<file path="src/rtl/truth_table_pkg.sv">
// Shared types and sizes for the truth-table sequencer and its settle timer.
package truth_table_pkg;
    localparam int VEC_COUNT = 16;
    localparam int IDX_W     = 4;
    localparam int CNT_W     = 5;

    typedef enum logic [2:0] {
        IDLE,
        DRIVE,
        SETTLE,
        SAMPLE,
        DONE
    } state_t;
endpackage

</file>
<file path="src/rtl/truth_table_sequencer_settle_timer.sv">
// Loadable down-counter; expired is high in the last of SETTLE_CYCLES enabled cycles.
module settle_timer #(
    parameter int SETTLE_CYCLES = 1
) (
    input  logic clk,
    input  logic rst_n,
    input  logic load,
    input  logic en,
    output logic expired
);
    localparam logic [3:0] LOAD_VAL = 4'(SETTLE_CYCLES);

    logic [3:0] cnt_q, cnt_d;

    always_comb begin
        cnt_d = cnt_q;
        if (load) begin
            cnt_d = LOAD_VAL;
        end else if (en && cnt_q != 4'd0) begin
            cnt_d = cnt_q - 4'd1;
        end
    end

    always_ff @(posedge clk or negedge rst_n) begin
        if (!rst_n) cnt_q <= 4'd0;
        else        cnt_q <= cnt_d;
    end

    assign expired = (cnt_q == 4'd1);
endmodule

</file>
<file path="src/rtl/truth_table_sequencer.sv">
// Sweeps all 16 input vectors of a 4-in/1-out function unit and checks its truth table.
// Optional STOP_ON_FAIL_EN: end the sweep at the first mismatch and report fail_index.
module truth_table_sequencer
    import truth_table_pkg::*;
#(
    parameter int SETTLE_CYCLES = 1
) (
    input  logic                 clk,
    input  logic                 rst_n,
    input  logic                 start,
    input  logic [VEC_COUNT-1:0] expected,
    input  logic                 f_in,
    output logic                 a,
    output logic                 b,
    output logic                 c,
    output logic                 d,
    output logic                 busy,
    output logic                 done,
    output logic [VEC_COUNT-1:0] table_out,
    output logic [CNT_W-1:0]     mismatch_count,
    output logic                 match
`ifdef STOP_ON_FAIL_EN
    ,
    output logic [IDX_W-1:0]     fail_index
`endif
);
    state_t               state_q, state_d;
    logic [IDX_W-1:0]     idx_q, idx_d;
    logic [VEC_COUNT-1:0] expected_q, expected_d;
    logic [VEC_COUNT-1:0] table_q, table_d;
    logic [CNT_W-1:0]     cnt_q, cnt_d;
    logic                 match_q, match_d;
    logic                 busy_q, busy_d;
    logic                 done_q, done_d;
    logic                 miss, last, timer_expired;
`ifdef STOP_ON_FAIL_EN
    logic [IDX_W-1:0]     fail_index_q, fail_index_d;
`endif

    settle_timer #(.SETTLE_CYCLES(SETTLE_CYCLES)) u_timer (
        .clk     (clk),
        .rst_n   (rst_n),
        .load    (state_q == DRIVE),
        .en      (state_q == SETTLE),
        .expired (timer_expired)
    );

    always_comb begin
        state_d    = state_q;
        idx_d      = idx_q;
        expected_d = expected_q;
        table_d    = table_q;
        cnt_d      = cnt_q;
        match_d    = match_q;
        busy_d     = busy_q;
        done_d     = 1'b0;
        miss       = 1'b0;
        last       = 1'b0;
`ifdef STOP_ON_FAIL_EN
        fail_index_d = fail_index_q;
`endif
        case (state_q)
            IDLE: begin
                if (start) begin
                    expected_d = expected;
                    table_d    = '0;
                    cnt_d      = '0;
                    match_d    = 1'b0;
                    idx_d      = '0;
                    busy_d     = 1'b1;
                    state_d    = DRIVE;
`ifdef STOP_ON_FAIL_EN
                    fail_index_d = '0;
`endif
                end
            end
            DRIVE:  state_d = (SETTLE_CYCLES > 0) ? SETTLE : SAMPLE;
            SETTLE: if (timer_expired) state_d = SAMPLE;
            SAMPLE: begin
                table_d[idx_q] = f_in;
                miss = (f_in != expected_q[idx_q]);
                if (miss) cnt_d = cnt_q + 5'd1;
                last = (idx_q == IDX_W'(VEC_COUNT - 1));
`ifdef STOP_ON_FAIL_EN
                if (miss) begin
                    last         = 1'b1;
                    fail_index_d = idx_q;
                end
`endif
                if (last) begin
                    state_d = DONE;
                    busy_d  = 1'b0;
                    done_d  = 1'b1;
                end else begin
                    idx_d   = idx_q + 4'd1;
                    state_d = DRIVE;
                end
            end
            DONE: begin
                match_d = (cnt_q == '0);
                idx_d   = '0;
                state_d = IDLE;
            end
            default: state_d = IDLE;
        endcase
    end

    always_ff @(posedge clk or negedge rst_n) begin
        if (!rst_n) begin
            state_q    <= IDLE;
            idx_q      <= '0;
            expected_q <= '0;
            table_q    <= '0;
            cnt_q      <= '0;
            match_q    <= 1'b0;
            busy_q     <= 1'b0;
            done_q     <= 1'b0;
`ifdef STOP_ON_FAIL_EN
            fail_index_q <= '0;
`endif
        end else begin
            state_q    <= state_d;
            idx_q      <= idx_d;
            expected_q <= expected_d;
            table_q    <= table_d;
            cnt_q      <= cnt_d;
            match_q    <= match_d;
            busy_q     <= busy_d;
            done_q     <= done_d;
`ifdef STOP_ON_FAIL_EN
            fail_index_q <= fail_index_d;
`endif
        end
    end

    assign {a, b, c, d}   = idx_q;
    assign busy           = busy_q;
    assign done           = done_q;
    assign table_out      = table_q;
    assign mismatch_count = cnt_q;
    assign match          = match_q;
`ifdef STOP_ON_FAIL_EN
    assign fail_index     = fail_index_q;
`endif
endmodule

</file>
<file path="config.mk">
export PLATFORM = sky130hd
export DESIGN_NAME = truth_table_sequencer
export DESIGN_NICKNAME = d
export VERILOG_FILES = /design/src/rtl/truth_table_pkg.sv /design/src/rtl/truth_table_sequencer_settle_timer.sv /design/src/rtl/truth_table_sequencer.sv
export SDC_FILE = /design/constraint.sdc
export NUM_CORES = 1
export LEC_CHECK = 0
export CAP_MARGIN = 5
export CORE_MARGIN = 8
export CORE_UTILIZATION = 50
export DETAILED_ROUTE_END_ITERATION = 8
export DONT_BUFFER_PORTS = 1
export PLACE_DENSITY = 0.71
export SLEW_MARGIN = 30
export SYNTH_ARGS = -nofsm -noshare
export SYNTH_HDL_FRONTEND = slang
export SYNTH_SLANG_ARGS = --single-unit
export TNS_END_PERCENT = 1
</file>
<file path="constraint.sdc">
create_clock -name clk -period 3.1 [get_ports clk]
set_input_delay 0.93 -clock clk [delete_from_list [all_inputs] [get_ports clk]]
set_output_delay 0.93 -clock clk [all_outputs]
set_load 0.05 [all_outputs]
</file>
Word-level counts from Yosys, hierarchy flattened
Index checks and enable logic that the tools add are counted.

storage, ports and cells
  flip-flop bits (word level) = 51
  logic and storage cells = 68
  bits in writable memories = 0
  latch bits = 0
  memory bits (read-only) = 0
  output and inout bits = 28
  input port bits = 20
  memories = 0

cells by class
  shifts and indexed selects = 0
  bitwise gates (word level) = 0
  equality and inequality tests = 12
  muxes and demuxes = 26
  $mul = 0
  magnitude comparators = 2
  divide/modulo/power cells = 0
  reductions and logical operators = 16
  add/sub/neg operators = 3

operator list
  kind                                                                    number
  16-bit one-hot mux with 2 select lines                                  1
  16-bit bitwise mux                                                      1
  16-bit 2-to-1 mux                                                       1
  4-bit 2-to-1 mux                                                        4
  3-bit one-hot mux with 4 select lines                                   1
  4-bit one-hot mux with 3 select lines                                   1
  5-bit 2-to-1 mux                                                        2
  2-bit != test (second input constant)                                   5
  5-bit one-hot mux with 2 select lines                                   1
  3-bit 2-to-1 mux                                                        3
  3-bit AND reduction                                                     3
  2-bit AND reduction                                                     4
  1-bit 2-to-1 mux                                                        7
  3-bit by 2-bit == test with 1-bit output (second input constant)        2
  2-bit nonzero test                                                      3
  5-bit by 1-bit adder with 5-bit output (second input constant)          1
  5-bit logical NOT                                                       1
  4-bit by 5-bit < comparator with 1-bit output (second input constant)   1
  4-bit by 1-bit adder with 4-bit output (second input constant)          1
  1-bit binary-select mux with 4-bit select                               1
  1-bit demux with 4-bit select                                           1
  4-bit by 1-bit == test with 1-bit output (second input constant)        1
  4-bit == test (second input constant)                                   1
  4-bit by 1-bit >= comparator with 1-bit output (second input constant)  1
  9 further kinds                                                         11

Depth between registers and ports, before layout
  depth after elaboration = 6
  depth in mapped cells = 7

Modules after synthesis
A second synthesis with hierarchy kept.

unflattened totals
  cells, all modules = 266
  area total of the unflattened synthesis = 2596.2 µm²

modules (own cells, without submodules)
  module                 cells an instance  times used  area an instance (µm²)  seq. area each (µm²)
  truth_table_sequencer  240                1           2338.5                  1176.1
  settle_timer           26                 1           257.7                   100.1

Worst setup path after synthesis
OpenSTA, ideal clock, no wires.

  kind = flip-flop to flip-flop
  start = reg idx_q[2]
  end = reg cnt_q[4], in the netlist mismatch_count[4]
  setup time = 0.070 ns
  buffers on the path = 1
  period minus slack after synthesis = 2.641 ns
  arrival = 2.571 ns
  stages on the path, launching flop included = 7
  setup slack = 0.459 ns
  path through = dfrtp_1 -> buf_6 -> mux4_2 -> mux4_2 -> xnor2_4 -> or4_1 -> nand3_1

between the ends
  word-level cells in the longest chain between the ends = 5

RTL lines
  what                                       RTL line                      text
  start, declared                            truth_table_sequencer.sv:28   logic [IDX_W-1:0] idx_q, idx_d;
  start signal, assigned                     truth_table_sequencer.sv:123  idx_q <= idx_d;
  1-bit binary-select mux with 4-bit select  truth_table_sequencer.sv:81   miss = (f_in != expected_q[idx_q]);
  1-bit 2-to-1 mux (not written as such)     truth_table_sequencer.sv:81
  1-bit != test                              truth_table_sequencer.sv:81
  2-bit != test (no line)                    n/a
  3-bit AND reduction (no line)              n/a
  end signal, assigned                       truth_table_sequencer.sv:126  cnt_q <= cnt_d;
  end, declared                              truth_table_sequencer.sv:31   logic [CNT_W-1:0] cnt_q, cnt_d;

No other way between the ends. The select of a mux whose other input is x is not followed.
A chain may end at the register's enable or synchronous reset.

Final worst setup path
Same ends and word-level chain as after synthesis.

==> impl_results.md <==
* Worst setup margin at 709.7 ps
* Area Overhead vs Synth at 7.474%
* Ys Warns at 0
* Post-synthesis cell count at 267
* Psw at 1.118 mW
* Final Setup Violations at 0
* Cts repair resizes at 0
* Max Clock Freq at 0.4184 GHz
* Crit start category: flip-flop
* # port buffers at 0
* ANT cells at 0
* Final Hold Fails at 0
* Critical path peak fanout at 6
* Layout cells sized above 1 at 9.398%
* Core area at 5010 um2
* Power Dens Cells at 945.1 nW/um2
* Total track usage at 15.21%
* Commonest non-fill, non-tap cell in the layout: nand2_1
* First-pass GRT wire length at 9280 um
* R2R Path Start: idx_q[2]$_DFFE_PN0P_
* Post-Place Worst Slack at 703.9 ps
* Gpl congestion at 0.8173
* Vias in the first global route at 1973
* Register area share after synthesis at 49.83%
* Die Y at 87.57 um
* Net Sw Frac at 42.96%
* GRT overflow at 0
* Slew Viols, Final at 0
* Status: finished, final reports clean
* Chip width at 87.57 um
* Initial Util at 51.12%
* Min Clock Period, post-route at 2390 ps
* LEAKAGE at 1.304 nW
* Rows at 26
* Fraction of power consumed by combinational cells at 33.9%
* Syn avg cell area at 9.593 um2
* DRC Markers at 0
* CP required at 3350 ps
* Root Buffer: clkbuf_8
* I/O pin count at 48
* RSZ-0062 raised after global routing: no
* Detail Placement HPWL at 3926 um
* Final instance area at 2753 um2
* Internal power at 1.484 mW
* H-tree Lvls at 2
* Clk pwr share at 18.9%
* DP Area at 2631 um2
* Post-CTS setup buffers at 0
* Largest net degree at the start of global routing at 52
* DRT iter0 DRCs at 134
* Post-CTS Hold Buffers at 0
* Avg Vias per Cell at 5.574
* Nets at 294
* Clock slew at reported path FFs at 100 ps
* Routed WL at 5416 um
* Seq cells post-synth at 51
* Worst-skew pair later-pin latency at 310 ps
* Max-cap viol count at 0
* Yosys cell types at 41
* Clock sink count at 51
* Clock skew at 10.00 ps
* Die ar. at 7669 um2
* Via count at 1873
* Max-slew headroom at 57.60%
* Final worst-path cycle share at 77.11%
* Number of CTS-inserted buffers at 5
* Syn Std Cell Area at 2561 um2
* Critical Path Source: idx_q[2]$_DFFE_PN0P_
* WL/cell at 16.12 um
* First drt pass iteration count at 4
* Mapped Nets at 296
* Most frequent cells in the layout: 78 x nand2_1, 51 x dfrtp_1, 16 x nor2_1, 16 x nand4_1, 13 x o211ai_1
* VDD IR-drop max at 0.0004430 V
* Worst Setup End Kind: flip-flop
* Least-Margin Pin Slew at 634.1 ps
* Hold Slack at 308.3 ps
* CTS tree: built
* Worst path arrival time at 2640 ps
* Clock Path Buffers at 2
* Sum Neg Setup Slack at 0 ps
* Reg power frac at 47.2%
* Antenna-violating nets left at 0
* Initial antenna violation count at 0
* CP Class: flip-flop to flip-flop
* Worst hold path class: input pin to asynchronous set/reset pin
==> synth_stat cells (all sizes together) <==
cell / count / area [um2]
a2111o: 1 / 11.26
a21o: 1 / 7.510
a21oi: 2 / 10.01
a22o: 2 / 17.52
a22oi: 1 / 7.510
a31o: 1 / 8.760
a31oi: 1 / 6.260
and2: 2 / 12.51
and3b: 1 / 8.760
buf: 4 / 25.02
clkbuf: 12 / 45.04
dfrtp: 51 / 1276
ha: 9 / 112.6
inv: 9 / 33.78
mux2: 1 / 11.26
mux4: 5 / 112.6
nand2: 78 / 292.8
nand2b: 1 / 6.260
nand3: 7 / 35.03
nand3b: 3 / 22.52
nand4: 16 / 100.1
nand4b: 1 / 8.760
nor2: 17 / 66.32
nor2b: 2 / 12.51
nor3: 1 / 5.000
nor3b: 2 / 15.01
nor4: 1 / 6.260
nor4b: 1 / 15.01
o211ai: 13 / 97.59
o21ai: 7 / 35.03
o311ai: 4 / 35.03
or2: 1 / 6.260
or2b: 1 / 7.510
or4: 1 / 7.510
xnor2: 4 / 53.81
xor2: 3 / 26.28
==> cell type report <==
cell class                 instances  area [um2]
fill                             474        2257
sequential                        51        1276
multi-input combinational        191        1181
tap                               70       87.58
clock buffer                       6       82.58
timing repair buffer               7       52.55
clock inverter                     2       38.79
inverter                           9       33.78
==> critical path, stage by stage, from the launching register on <==
cell	delay (ps)
dfrtp_1	490
mux4_2	540
mux4_2	550
xnor2_4	180
or4_1	470
nand3_1	90
==> sequential cells by signal (all words and copies together) (netlist names) <==
register / cells
busy: 1
done: 1
expected_q: 16
idx_q: 4
match: 1
mismatch_count: 5
state_q: 3
table_out: 16
u_timer.cnt_q: 4
==> power by group through the flow <==
stage	sequential, mW	combinational, mW	clock (mW)
final	1.23	0.882	0.492
after global routing	1.26	0.997	0.527
after CTS	1.23	0.889	0.507
after detailed placement	1.25	0.888	0
after global placement	1.25	0.858	0
after floorplan	1.22	0.701	0
==> routing by layer <==
layer,global-route usage (%),vias up,share of wire (%)
met5,0,-,0
met1,19.13,893,44
met3,5.159,8,7.4
met2,23.97,54,47
met4,4.844,0,1.7
li1,-,918,-
==> worst paths after layout <==
kind,to,slack [ps],cells after the start
setup / recovery,mismatch_count[4]$_DFFE_PN0P_,710,5
hold / removal,u_timer.cnt_q[0]$_DFFE_PN0P_,310,0
setup reg to reg,mismatch_count[4]$_DFFE_PN0P_,710,5
hold reg to reg,expected_q[15]$_DFFE_PN0P_,480,2
max in group asynchronous,idx_q[1]$_DFFE_PN0P_,2690,0
min in group clk,expected_q[15]$_DFFE_PN0P_,480,2
==> cell families (layout without fill, tap and decap cells) <==
logic type,after synthesis,after routing,share of synthesized area (%)
simple gates,136,136,24.52
xor+xnor,7,7,3.127
compound gates,33,33,9.233
fa+ha+maj,9,9,4.397
flops,51,51,49.83
mux,6,6,4.836
buf+inv,25,24,4.054
==> stage by stage <==
| step | util [%] | std cells | total power [mW] |
|---|---|---|---|
| after floorplan | - | 267 | 1.919 |
| after global placement | 52.52 | 328 | 2.104 |
| after detailed placement | 52.52 | 328 | 2.135 |
| after CTS | 54.95 | 336 | 2.628 |
| after global routing | 54.95 | 336 | 2.785 |
| final | 54.95 | 336 | 2.602 |
Power figures use the tool's default switching activity.
